<file path="src/rtl/rf_write_arbiter_pkg.sv">
// Shared types and default widths for the register-file write arbiter.
package rf_write_arbiter_pkg;

    localparam int DATA_W_DEF = 32;
    localparam int ADDR_W_DEF = 5;

    typedef enum logic {
        CLEAR = 1'b0,
        RUN   = 1'b1
    } state_t;

endpackage

</file>
<file path="src/rtl/rf_write_arbiter_rr_arb2.sv">
// Two-way round-robin arbiter; combinational grants, pointer moves only on a granted (accepted) cycle.
// Grants are qualified by en, so any grant is an accepted handshake.
module rr_arb2 (
    input  logic clk,
    input  logic rst,
    input  logic en,
    input  logic req0,
    input  logic req1,
    output logic grant0,
    output logic grant1
);

    // last_grant = 1 means requester 1 won most recently, so requester 0 wins the next tie
    logic last_grant;

    always_comb begin
        grant0 = en && req0 && (!req1 || last_grant);
        grant1 = en && req1 && (!req0 || !last_grant);
    end

    always_ff @(posedge clk or posedge rst) begin
        if (rst) begin
            last_grant <= 1'b1;
        end else if (grant0) begin
            last_grant <= 1'b0;
        end else if (grant1) begin
            last_grant <= 1'b1;
        end
    end

endmodule

</file>
<file path="src/rtl/rf_write_arbiter.sv">
// Arbitrates two register-file write requesters onto one registered write port (1-cycle latency),
// with a full re-zeroing sweep after reset or on clear_req; requesters are held off while sweeping.
module rf_write_arbiter
    import rf_write_arbiter_pkg::*;
#(
    parameter int DATA_W = DATA_W_DEF,
    parameter int ADDR_W = ADDR_W_DEF
) (
    input  logic              clk,
    input  logic              rst,
    input  logic              req0_valid,
    input  logic [ADDR_W-1:0] req0_addr,
    input  logic [DATA_W-1:0] req0_data,
    output logic              req0_ready,
    input  logic              req1_valid,
    input  logic [ADDR_W-1:0] req1_addr,
    input  logic [DATA_W-1:0] req1_data,
    output logic              req1_ready,
    input  logic              clear_req,
    output logic              rf_we,
    output logic [ADDR_W-1:0] rf_waddr,
    output logic [DATA_W-1:0] rf_wdata,
    output logic              busy,
    output logic [15:0]       contention_cnt
);

    state_t            state;
    state_t            state_nxt;
    logic [ADDR_W-1:0] clr_cnt;
    logic              clr_last;
    logic              arb_en;
    logic              grant0;
    logic              grant1;

    assign clr_last = (clr_cnt == {ADDR_W{1'b1}});
    assign arb_en   = (state == RUN) && !clear_req;
    assign busy     = (state == CLEAR);

    rr_arb2 u_arb (
        .clk    (clk),
        .rst    (rst),
        .en     (arb_en),
        .req0   (req0_valid),
        .req1   (req1_valid),
        .grant0 (grant0),
        .grant1 (grant1)
    );

    assign req0_ready = grant0;
    assign req1_ready = grant1;

    always_ff @(posedge clk or posedge rst) begin
        if (rst) begin
            state <= CLEAR;
        end else begin
            state <= state_nxt;
        end
    end

    always_comb begin
        state_nxt = state;
        case (state)
            CLEAR:   if (clr_last) state_nxt = RUN;
            RUN:     if (clear_req) state_nxt = CLEAR;
            default: state_nxt = CLEAR;
        endcase
    end

    // clr_cnt wraps to 0 on the last sweep address, leaving it ready for the next sweep
    always_ff @(posedge clk or posedge rst) begin
        if (rst) begin
            clr_cnt  <= '0;
            rf_we    <= 1'b0;
            rf_waddr <= '0;
            rf_wdata <= '0;
        end else if (state == CLEAR) begin
            clr_cnt  <= clr_cnt + 1'b1;
            rf_we    <= 1'b1;
            rf_waddr <= clr_cnt;
            rf_wdata <= '0;
        end else if (grant0) begin
            rf_we    <= (req0_addr != '0);
            rf_waddr <= req0_addr;
            rf_wdata <= req0_data;
        end else if (grant1) begin
            rf_we    <= (req1_addr != '0);
            rf_waddr <= req1_addr;
            rf_wdata <= req1_data;
        end else begin
            rf_we    <= 1'b0;
        end
    end

    always_ff @(posedge clk or posedge rst) begin
        if (rst) begin
            contention_cnt <= '0;
        end else if (arb_en && req0_valid && req1_valid && (contention_cnt != 16'hFFFF)) begin
            contention_cnt <= contention_cnt + 16'd1;
        end
    end

endmodule

</file>
<file path="config.mk">
export PLATFORM = sky130hd
export DESIGN_NAME = rf_write_arbiter
export DESIGN_NICKNAME = d
export VERILOG_FILES = /design/src/rtl/rf_write_arbiter_pkg.sv /design/src/rtl/rf_write_arbiter_rr_arb2.sv /design/src/rtl/rf_write_arbiter.sv
export SDC_FILE = /design/constraint.sdc
export NUM_CORES = 1
export LEC_CHECK = 0
export BUFFER_PORTS_ARGS = -buffer_cell sky130_fd_sc_hd__clkbuf_2
export CAP_MARGIN = 5
export CORE_MARGIN = 5
export CORE_UTILIZATION = 50
export DETAILED_ROUTE_END_ITERATION = 8
export MAX_ROUTING_LAYER = met4
export PLACE_DENSITY = 0.85
export SLEW_MARGIN = 0
export SYNTH_ARGS = -nofsm -noshare
export SYNTH_HDL_FRONTEND = slang
export SYNTH_SLANG_ARGS = --single-unit
</file>
<file path="constraint.sdc">
create_clock -name clk -period 4.9 [get_ports clk]
set_input_delay 0.245 -clock clk [delete_from_list [all_inputs] [get_ports clk]]
set_output_delay 0.245 -clock clk [all_outputs]
set_load 0.05 [all_outputs]
</file>
# [After elaboration in Yosys (flattened, before gate mapping)]
# Cells that the tools add are included.
# Widths: inputs -> output; s select.
[classes] n_addsub=2 n_eq_ne=3 n_mux=14 bitwise=1 reduce_logical=16
[ops] cell="$mux 32" n=3
[ops] cell="$add 16x1->16 const B" n=1
[ops] cell="$ne 16x16->1 const B" n=1
[ops] cell="$mux 5" n=3
[ops] cell="$reduce_bool 5->1" n=2
[ops] cell="$logic_and 1x1->1" n=7
[ops] cell="$mux 1" n=7
[ops] cell="$add 5x1->5 const B" n=1
[ops] cell="$eq 5x5->1 const B" n=1
[ops] cell="$logic_not 1->1" n=4
[ops] cell="$ne 3x3->1 const B" n=1
[ops] cell="$logic_or 1x1->1" n=2
[ops] cell="$pmux 1 s2" n=1
[ops] cell="$reduce_bool 2->1" n=1
[ops] cell="$not 1->1" n=1
[word_totals] register_bits=61 inputBits=79 out_inout_bits=57

# [Longest topological paths before layout]
# Gate-level depths: netlist of the first run.
[logic_depth] ltp_word=7 mapped_depth=8 mapped_depth_nobuf=5

# [Modules after synthesis]
# Synthesis of the first run repeated with hierarchy kept, for this count alone.
[hier_totals] cells_unflattened=307 area_unflattened_um2=3051.7
[modules_own_cells] module="rf_write_arbiter" instances=1 cells_each=298 area_each_um2=2985.4 seq_area_each_um2=1501.4
[modules_own_cells] module="rr_arb2" instances=1 cells_each=9 area_each_um2=66.3 seq_area_each_um2=26.3

# [Worst setup path before layout of the first run]
# Ideal clock, no wire load.
[synth_path] path_kind="flip-flop to flip-flop" startpoint="register contention_cnt[0]" endpoint="register contention_cnt[1]" setup_ns=0.125 arrival_ns=2.086 t_required_ns=4.775 path_slack_ns=2.689 stages_incl_launch_ff=6 n_path_buf=0 path_cell_list="dfrtp_1 > ha_1 > nand3_1 > or4_4 > o21ai_2 > mux2_2"
[synth_via] elab_chain_len=2 word_cells_on_any_way=3 cone_classes="add/sub (1); eq/ne (1); reduce/logical (1)"
[synth_lines] item="from (decl)" line_no="rf_write_arbiter.sv:24" source="output logic [15:0] contention_cnt"
[synth_lines] item="from (signal assigned)" line_no="rf_write_arbiter.sv:98" source="contention_cnt <= contention_cnt + 16'd1;"
[synth_lines] item="branches (longest 2 deep; another with $add 16x1->16)"
# Parallel ways; which one is timed is not known.
# A chain may end at the register's enable or synchronous reset.

# [Final worst setup path of the first run]
[layout_path] startpoint="register state" endpoint="output port req0_ready"
[layout_via] elab_chain_len=3
[layout_lines] item="from (decl)" line_no="rf_write_arbiter.sv:27" source="state_t state;"
[layout_lines] item="from (signal assigned)" line_no="rf_write_arbiter.sv:56" source="state <= state_nxt;"
[layout_lines] item="$logic_and 1x1->1" line_no="rf_write_arbiter.sv:36" source="assign arb_en = (state == RUN) && !clear_req;"
[layout_lines] item="$logic_and 1x1->1 (2 in series)" line_no="rf_write_arbiter_rr_arb2.sv:17" source="grant0 = en && req0 && (!req1 || last_grant);"
[layout_lines] item="to (decl)" line_no="rf_write_arbiter.sv:14" source="output logic req0_ready,"
# Every way passes these cells.

==> results of run 1 <==
[how the worst min path moves through the flow]
stage                  start  slack [ns]  cells past startpoint            endpoint
2_1_floorplan  req0_data[16]        0.35                      2        rf_wdata[16]
3_3_place_gp   req0_data[29]        0.44                      3        rf_wdata[29]
3_5_place_dp   req0_data[29]        0.45                      3        rf_wdata[29]
4_1_cts         req1_data[8]        0.09                      3         rf_wdata[8]
5_1_grt         req1_data[7]        0.11                      3         rf_wdata[7]
6_report                 rst        0.11                      3  contention_cnt[10]
[state kept, by name, summed over array words and instances (netlist names)]
| register | flops |
|---|---|
| clr_cnt | 5 |
| rf_waddr | 5 |
| u_arb.last_grant | 1 |
| rf_we | 1 |
| rf_wdata | 32 |
| state | 1 |
| contention_cnt | 16 |
[cell usage after synthesis (2+ instances only)]
| cell | instances |
|---|---|
| clkbuf_1 | 8 |
| a22oi_1 | 15 |
| xnor2_1 | 16 |
| o211ai_1 | 6 |
| ha_1 | 3 |
| mux2_2 | 4 |
| buf_1 | 2 |
| a32oi_1 | 11 |
| nand2b_1 | 3 |
| or4_1 | 2 |
| inv_1 | 4 |
| buf_2 | 4 |
| nand2_1 | 57 |
| a2bb2oi_1 | 3 |
| nor2_1 | 7 |
| o21ai_1 | 2 |
| nand4_1 | 5 |
| o21ai_0 | 14 |
| nand3_1 | 18 |
| mux2i_1 | 10 |
| nor3_1 | 2 |
| and3_1 | 3 |
| o21a_1 | 2 |
| dfrtp_1 | 60 |
[metal layers]
layer,vias to the layer above,GRT usage (%)
met4,0,8.92
met1,1286,29.0
met5,-,-
met2,117,38.5
li1,1268,-
met3,19,3.46
[layout make-up]
cell class,instances,area [sq um]
clock buffer,11,141
sequential,61,1530
multi-input combinational,198,1260
clock inverter,5,50.0
tap,72,90.1
inverter,5,18.8
fill,462,1760
timing repair buffer,137,691
[through the flow]
step / instances / hold WS, ns / setup slack [ns]
6_report: 489 / 0.106 / 1.09
5_1_grt: 489 / 0.106 / 0.817
4_1_cts: 489 / 0.0931 / 1.07
3_5_place_dp: 473 / 0.445 / 1.45
3_3_place_gp: 473 / 0.436 / 1.57
2_1_floorplan: 279 / 0.350 / 2.69
[power by group]
group | total, W | internal [W] | leakage, nW | switching (W)
sequential | 0.000668 | 0.000586 | 0.818 | 0.0000822
combinational | 0.000480 | 0.000147 | 1.13 | 0.000333
clock | 0.000430 | 0.000245 | 0.103 | 0.000185
[kinds of logic after synthesis]
kind of cell / synth area share, %
buffers and inverters: 3.05
multiplexers: 5.05
flip-flops: 53.1
XOR/XNOR: 4.87
adder cells (fa/ha/maj): 1.31
AO/OA/AOI/OAI: 15.0
AND/OR/NAND/NOR: 17.6
[critical path: stages (launching register included)]
cell and delay [ns]:
dfrtp_1 0.87, nand3b_1 0.24, nand2b_1 0.74, inv_1 0.95, clkbuf_2 0.41
==> impl_metrics.csv, run 1 <==
group,metric,value,unit
status,status,"finished, final reports clean",
logic_synthesis,ys_warn_count,0,
grt,grt_start_max_net_pins,62,
route,ant_nets,0,
worst_setup_path,endpoint_kind,"output pin",
finish,layout_common_cells,"clkbuf_2 (135), dfrtp_1 (60), nand2_1 (57)",
power_and_ir_drop,power_leakage,2.05,nW
clocking,path_clk_slew,0.06,ns
finish,nets,494,
route,top_layer,"met4",
power_and_ir_drop,power.total,0.00158,W
sta,drv_slew,0,
clocking,cts_max_level,3,
logic_synthesis,syn_nets,361,
placement,port_buffers,135,
worst_setup_path,worstSetupStartpointType,"flop",
logic_synthesis,yosys_most_used_dff,"dfrtp_1",
die,initial_core_util,51.9,%
placement,dp_hpwl,5990,um
finish,final_area,3780,sq um
clocking,ctsHoldBuffers,0,
worst_setup_path,crit_path_end,"req0_ready",
die,rows,27,
die,fp.dieW,85.8,um
worst_setup_path,r2r_slack,1.65,ns
logic_synthesis,synth_top_area_share,52.2,%
grt,gr-usage-all-layers,23.3,%
sta,finClkSkew,0.00730,ns
die,die_h,85.8,um
route,wl_met3,475,um
finish,diodes,0,
worst_setup_path,rr_worst_depth,5,
logic_synthesis,synth_top_cell_by_area,"dfrtp_1",
sta,finalCritPeriodShare,77.8,%
worst_setup_path,r2r-end,"rf_wdata[13]",
route,drc,0,
sta,final_hold_viol_count,0,
finish,post-route-util,68.2,%
route,wl_met2,4130,um
logic_synthesis,ys_types,42,
job,drv_cap,0,
clocking,cts-resized-gates,0,
hold_path,hold_path.class,"in -> async",
worst_setup_path,cp.arrival,3.57,ns
worst_setup_path,crit_start,"state",
route,drt-pass1-iter-count,5,
logic_synthesis,ys_ff_latch,61,
logic_synthesis,ys_top_cells_by_area,"dfrtp_1 (52%), nand2_1 (7.4%), xnor2_1 (4.9%), a22oi_1 (3.9%), mux2i_1 (3.5%)",
logic_synthesis,synthesis.area,2880,sq um
sta,tightest_slew,1.16,ns
logic_synthesis,synth-edff-count,0,
clocking,cts_tree,"built",
die,core,5540,sq um
die,ios,136,
grt,overflow,0,
clocking,clock_latency,0.33,ns
worst_setup_path,crit_path_max_fanout,29,
worst_setup_path,critPathRequiredTime,4.66,ns
clocking,numCtsBuffers,9,
grt,antenna_found_initial,0,
power_and_ir_drop,ir_drop,0.281,mV
clocking,cts.path.max_buffers,2,
clocking,cts_sinks,61,
route,via_per_inst,5.50,
logic_synthesis,netlist_instances,279,
sta,post-route-min-period,3.81,ns
logic_synthesis,synth_area_per_cell,10.3,sq um
clocking,cts_setup_buffers,0,
placement,finalWeightedCongestion,0.834,
placement,place_area,3590,sq um
die,die_area,7370,sq um
worst_setup_path,worstSetupPathType,"reg -> out",
sta,fmax,262,MHz
logic_synthesis,async_reset_ff_share,100,%
logic_synthesis,yosysSeqAreaShare,53.1,%
route,met1Wirelength,3240,um
sta,setup_viol,0,
worst_setup_path,worstReg2RegStart,"state",
finish,area_growth,31.4,%
route,wl,8020,um
route,vias,2690,
power_and_ir_drop,p_per_area,418,nW/um^2
sta,rsz0062_at_grt,"false",
route,drt-initial-drc-count,219,
grt,grt_pass1_wl,13000,um
finish,mostFrequentLayoutCell,"clkbuf_2",
route,wl_per_cell,16.4,um
sta,fin_tns_setup,0,ns
grt,grt_pass1_vias,2685,
sta,relSlewSlack,22.9,%
clocking,clockRootBuffer,"clkbuf_8",
finish,drive_gt1_share,39.8,%
(Power assumes the default switching activity.)
==> run 2: changes to the inputs <==
--- a/config.mk
+++ b/config.mk
@@ -8,10 +8,10 @@
 export BUFFER_PORTS_ARGS = -buffer_cell sky130_fd_sc_hd__clkbuf_2
 export CAP_MARGIN = 5
 export CORE_MARGIN = 5
-export CORE_UTILIZATION = 50
+export CORE_UTILIZATION = 46
 export DETAILED_ROUTE_END_ITERATION = 8
 export MAX_ROUTING_LAYER = met4
-export PLACE_DENSITY = 0.85
+export PLACE_DENSITY = 0.79
 export SLEW_MARGIN = 0
 export SYNTH_ARGS = -nofsm -noshare
 export SYNTH_HDL_FRONTEND = slang
==> constraint.sdc (replaced) <==
create_clock -name clk -period 3.98 [get_ports clk]
set_input_delay 0.199 -clock clk [delete_from_list [all_inputs] [get_ports clk]]
set_output_delay 0.199 -clock clk [all_outputs]
set_load 0.05 [all_outputs]
==> impl_metrics.csv, run 2 (synthesized netlist as in run 1, its figures left out) <==
group,metric,value,unit
status,status,"finished, final reports clean",
sta,rsz0062_at_grt,"false",
finish,largestRegisters,"rf_wdata x32, contention_cnt x16",
finish,area_growth,30.7,%
worst_setup_path,worstSetupPathType,"reg -> out",
sta,finClkSkew,0.00924,ns
worst_setup_path,cpPeakStageDelay,0.84,ns
die,core,5990,sq um
route,vias,2648,
finish,diodes,0,
clocking,cts.path.max_buffers,2,
route,wl_per_cell,15.5,um
power_and_ir_drop,p_per_area,497,nW/um^2
grt,overflow,0,
sta,fin_tns_setup,0,ns
die,ios,136,
worst_setup_path,critPathRequiredTime,3.78,ns
sta,final_hold_viol_count,0,
finish,nets,495,
finish,regMostFlops,"rf_wdata",
worst_setup_path,worstSetupStartpointType,"flop",
clocking,cts_setup_buffers,0,
finish,fill_cells,507,
grt,antenna_found_initial,0,
job,drv_cap,0,
finish,final_area,3760,sq um
finish,mostFrequentLayoutCell,"clkbuf_2",
finish,drive_gt1_share,39.1,%
hold_path,hold_path.class,"in -> async",
die,initial_core_util,48.0,%
sta,drv_slew,0,
clocking,cts_sinks,61,
clocking,numCtsBuffers,9,
finish,layout_common_cells,"clkbuf_2 (135), dfrtp_1 (60), nand2_1 (57)",
route,wl,7640,um
die,die_h,89.1,um
route,drc,0,
route,via_per_inst,5.38,
worst_setup_path,crit_chain,"nand3b_1, nand2b_1, inv_1, clkbuf_2",
sta,tightest_slew,1.15,ns
clocking,ctsHoldBuffers,0,
die,rows,28,
sta,timing.hold.ws,0.0603,ns
grt,gr-usage-all-layers,20.5,%
sta,relSlewSlack,23.3,%
power_and_ir_drop,power_leakage,2.03,nW
sta,finalCritPeriodShare,71.6,%
clocking,cts-resized-gates,0,
finish,multi_input_area,1260,sq um
finish,seq_area,1530,sq um
placement,finalWeightedCongestion,0.882,
clocking,clockRootBuffer,"clkbuf_8",
worst_setup_path,endpoint_kind,"output pin",
clocking,cts_max_level,3,
power_and_ir_drop,ir_drop,0.275,mV
placement,port_buffers,135,
die,fp.dieW,89.1,um
sta,post-route-min-period,2.85,ns
worst_setup_path,crit_path_max_fanout,29,
placement,dp_hpwl,5670,um
placement,place_area,3600,sq um
clocking,cts_tree,"built",
sta,fmax,351,MHz
grt,grt_pass1_wl,12100,um
clocking,path_clk_slew,0.07,ns
grt,grt_pass1_vias,2598,
route,ant_nets,0,
clocking,clock_latency,0.33,ns
route,drt-initial-drc-count,121,
route,drt-pass1-iter-count,4,
grt,grt_start_max_net_pins,62,
worst_setup_path,crit_slowest_cell,"dfrtp_1",
die,die_area,7930,sq um
sta,setup_viol,0,
finish,largest_register_ffs,32,
worst_setup_path,cp.arrival,2.65,ns
run 2: layout make-up:
type	count	share of cell area, %
inverter	5	0.499
timing repair buffer	138	18.6
sequential	61	40.6
tap	75	2.50
clock buffer	14	4.06
clock inverter	1	0.200
multi-input combinational	198	33.5
run 2: final timing paths:
kind	to	slack (ns)	from	depth (start not counted)
min in group clk	rf_wdata[25]	0.06	req0_data[25]	3
max in group asynchronous	rf_wdata[24]	3.42	rst	3
max	req0_ready	1.13	state	4
min reg2reg	rf_wdata[13]	0.50	rf_wdata[13]	2
min	contention_cnt[6]	0.06	rst	3
max reg2reg	rf_wdata[24]	1.52	state	4
run 2: power by group:
group | leakage, nW | switching, W | internal (W)
combinational | 1.14 | 0.000400 | 0.000180
sequential | 0.818 | 0.0000978 | 0.000721
clock | 0.0768 | 0.000227 | 0.000241
total | 2.03 | 0.000724 | 0.00114
run 2: per-stage QoR:
stage | total power (W) | util, % | setup WS [ns] | cells
2_1_floorplan | 0.00124 | - | 1.77 | 279
3_3_place_gp | 0.00140 | 60.1 | 1.55 | 477
3_5_place_dp | 0.00142 | 60.1 | 1.45 | 477
4_1_cts | 0.00188 | 62.7 | 1.12 | 492
5_1_grt | 0.00196 | 62.7 | 0.901 | 492
6_report | 0.00187 | 62.7 | 1.13 | 492
run 2: critical path, delay by kind of cell (launching register included):
family / cells / cell delay [ns]
and+or+nand+nor: 2 / 0.41
buffers and inverters: 2 / 1.05
DFF: 1 / 0.84
run 2: routing by layer:
layer	routed length [um]	vias to the layer above	track usage (%)
li1	-	1272	-
met1	3200	1273	24.3
met2	3870	94	34.4
met3	462	9	4.06
met4	104	0	7.85
met5	0	-	-
==> run 3: changes to the inputs <==
--- a/config.mk
+++ b/config.mk
@@ -8,10 +8,10 @@
 export BUFFER_PORTS_ARGS = -buffer_cell sky130_fd_sc_hd__clkbuf_2
 export CAP_MARGIN = 5
 export CORE_MARGIN = 5
-export CORE_UTILIZATION = 46
+export CORE_UTILIZATION = 42
 export DETAILED_ROUTE_END_ITERATION = 8
 export MAX_ROUTING_LAYER = met4
-export PLACE_DENSITY = 0.79
+export PLACE_DENSITY = 0.76
 export SLEW_MARGIN = 0
 export SYNTH_ARGS = -nofsm -noshare
 export SYNTH_HDL_FRONTEND = slang
==> constraint.sdc (replaced) <==
create_clock -name clk -period 2.35 [get_ports clk]
set_input_delay 0.1175 -clock clk [delete_from_list [all_inputs] [get_ports clk]]
set_output_delay 0.1175 -clock clk [all_outputs]
set_load 0.05 [all_outputs]
==> impl_metrics.csv, run 3 (synthesized netlist as in run 1, its figures left out) <==
group,metric,value,unit
worst_setup_path,crit_slowest_cell,"dfstp_2",
sta,relSlewSlack,45.9,%
sta,finClkSkew,0.00669,ns
die,core,6720,sq um
clocking,cts_tree,"built",
clocking,clockRootBuffer,"clkbuf_8",
worst_setup_path,endpoint_kind,"output pin",
worst_setup_path,critPathRequiredTime,2.23,ns
sta,finalCritPeriodShare,90.3,%
worst_setup_path,crit_chain,"nand2b_1, nand2b_1, inv_1, buf_4, buf_12",
grt,grt_start_max_net_pins,34,
clocking,cts_max_level,3,
finish,largest_register_ffs,32,
clocking,cts-resized-gates,0,
power_and_ir_drop,ir_drop,0.423,mV
finish,area_growth,41.0,%
finish,drive_gt1_share,38.3,%
worst_setup_path,cp_common_cell,"nand2b_1",
sta,drv_slew,0,
placement,dp_cells,487,
grt,grt_pass1_wl,13300,um
grt,overflow,0,
die,ios,136,
grt,antenna_found_initial,0,
sta,setup_viol,0,
hold_path,hold_path.class,"in -> reg",
die,fp.dieW,92.7,um
route,vias,2728,
finish,regMostFlops,"rf_wdata",
die,die_h,92.7,um
route,ant_nets,0,
route,drt-initial-drc-count,80,
finish,layout.cells.non_filler,524,
placement,dp_hpwl,5920,um
sta,rsz0062_at_grt,"false",
finish,diodes,0,
route,via_per_inst,5.21,
sta,post-route-min-period,2.12,ns
grt,gr-usage-all-layers,20.0,%
route,wl,8160,um
worst_setup_path,crit_path_max_fanout,29,
finish,mostFrequentLayoutCell,"clkbuf_2",
power_and_ir_drop,p_per_area,800,nW/um^2
clocking,path_clk_slew,0.06,ns
finish,layout_common_cells,"clkbuf_2 (134), dfrtp_1 (60), nand2_1 (57)",
grt,grt_pass1_vias,2871,
finish,post-route-util,60.4,%
clocking,clock_latency,0.32,ns
die,initial_core_util,42.8,%
die,die_area,8600,sq um
sta,final_hold_viol_count,0,
clocking,cts_sinks,61,
clocking,numCtsBuffers,9,
die,rows,30,
finish,nets,522,
placement,finalWeightedCongestion,0.867,
worst_setup_path,worstSetupPathType,"reg -> out",
status,status,"finished, final reports clean",
finish,largestRegisters,"rf_wdata x32, contention_cnt x16",
sta,tightest_slew,0.812,ns
clocking,cts.path.max_buffers,2,
placement,port_buffers,135,
power_and_ir_drop,power_leakage,2.17,nW
route,drt-pass1-iter-count,4,
route,wl_per_cell,15.6,um
worst_setup_path,cpPeakStageDelay,0.54,ns
sta,fmax,471,MHz
worst_setup_path,worstSetupStartpointType,"flop",
worst_setup_path,crit_family,"buffers and inverters",
sta,fin_tns_setup,0,ns
worst_setup_path,path_buf_inv,3,
worst_setup_path,cp.arrival,2.01,ns
finish,fill_cells,576,
route,drc,0,
job,drv_cap,0,
==> run 3: cell types whose count changed in the layout (fill, tap and decap cells not counted), moves of 2 or more <==
cell / before / now
clkbuf_1: 4 / 2
clkbuf_8: 10 / 12
buf_4: 3 / 8
dlygate4sd3_1: 0 / 22
==> run 3: final cells by class <==
| class | count | area (sq um) | share of cell area, % |
|---|---|---|---|
| flip-flops and latches | 61 | 1530 | 37.7 |
| inverters | 5 | 18.8 | 0.463 |
| repair buffers | 165 | 971 | 23.9 |
| well taps | 80 | 100 | 2.47 |
| clock inverters | 1 | 5.00 | 0.123 |
| multi-input cells | 198 | 1260 | 31.1 |
| clock buffers | 14 | 173 | 4.26 |
==> run 3: worst reg2reg max path, delay by kind of cell, from the launching register on <==
family	cells	cell delay (ns)
AO/OA/AOI/OAI	1	0.19
adder cells (fa/ha/maj)	1	0.21
flip-flops	1	0.41
multiplexers	1	0.36
AND/OR/NAND/NOR	2	0.78
==> run 3: path summary, 6_finish.rpt <==
path / from / to / slack [ns] / cells past startpoint
min reg2reg: contention_cnt[15] / contention_cnt[15] / 0.50 / 1
max reg2reg: contention_cnt[0] / contention_cnt[1] / 0.27 / 5
max: u_arb.last_grant / req0_ready / 0.23 / 5
max in group asynchronous: rst / contention_cnt[4] / 1.21 / 4
min in group asynchronous: rst / contention_cnt[0] / 0.45 / 3
min: req1_data[11] / rf_wdata[11] / 0.01 / 3
==> run 3: through the flow <==
step | hold slack, ns | setup WS, ns | area (sq um) | total power, W
6_report | 0.0130 | 0.227 | 4060 | 0.00324
5_1_grt | 0.0105 | 0.0198 | 4060 | 0.00342
4_1_cts | 0.000329 | 0.206 | 4060 | 0.00328
3_5_place_dp | 0.252 | 0.308 | 3660 | 0.00242
3_3_place_gp | 0.240 | 0.382 | 3660 | 0.00238
2_1_floorplan | 0.223 | 0.139 | 2880 | 0.00210
==> run 3: routing by layer <==
metal  global-route usage, %  vias to the layer above  wire length [um]  share of wire, %
met4                    8.30                        0               187               2.3
met2                    34.7                       97              4250                52
met1                    22.7                     1292              3300                40
li1                        -                     1325                 -                 -
met3                    3.57                       14               430               5.3
met5                       -                        -                 0                 0
==> run 3: report_power, final <==
part	internal [W]	total, W	switching, W
clock	0.000463	0.000824	0.000362
sequential	0.00122	0.00135	0.000126
combinational	0.000347	0.00107	0.000723
total	0.00203	0.00324	0.00121
==> run 3: timing repair <==
item	CTS	global route
hold buffers	22	0
hold endpoints to repair	51	0
setup buffers	0	0
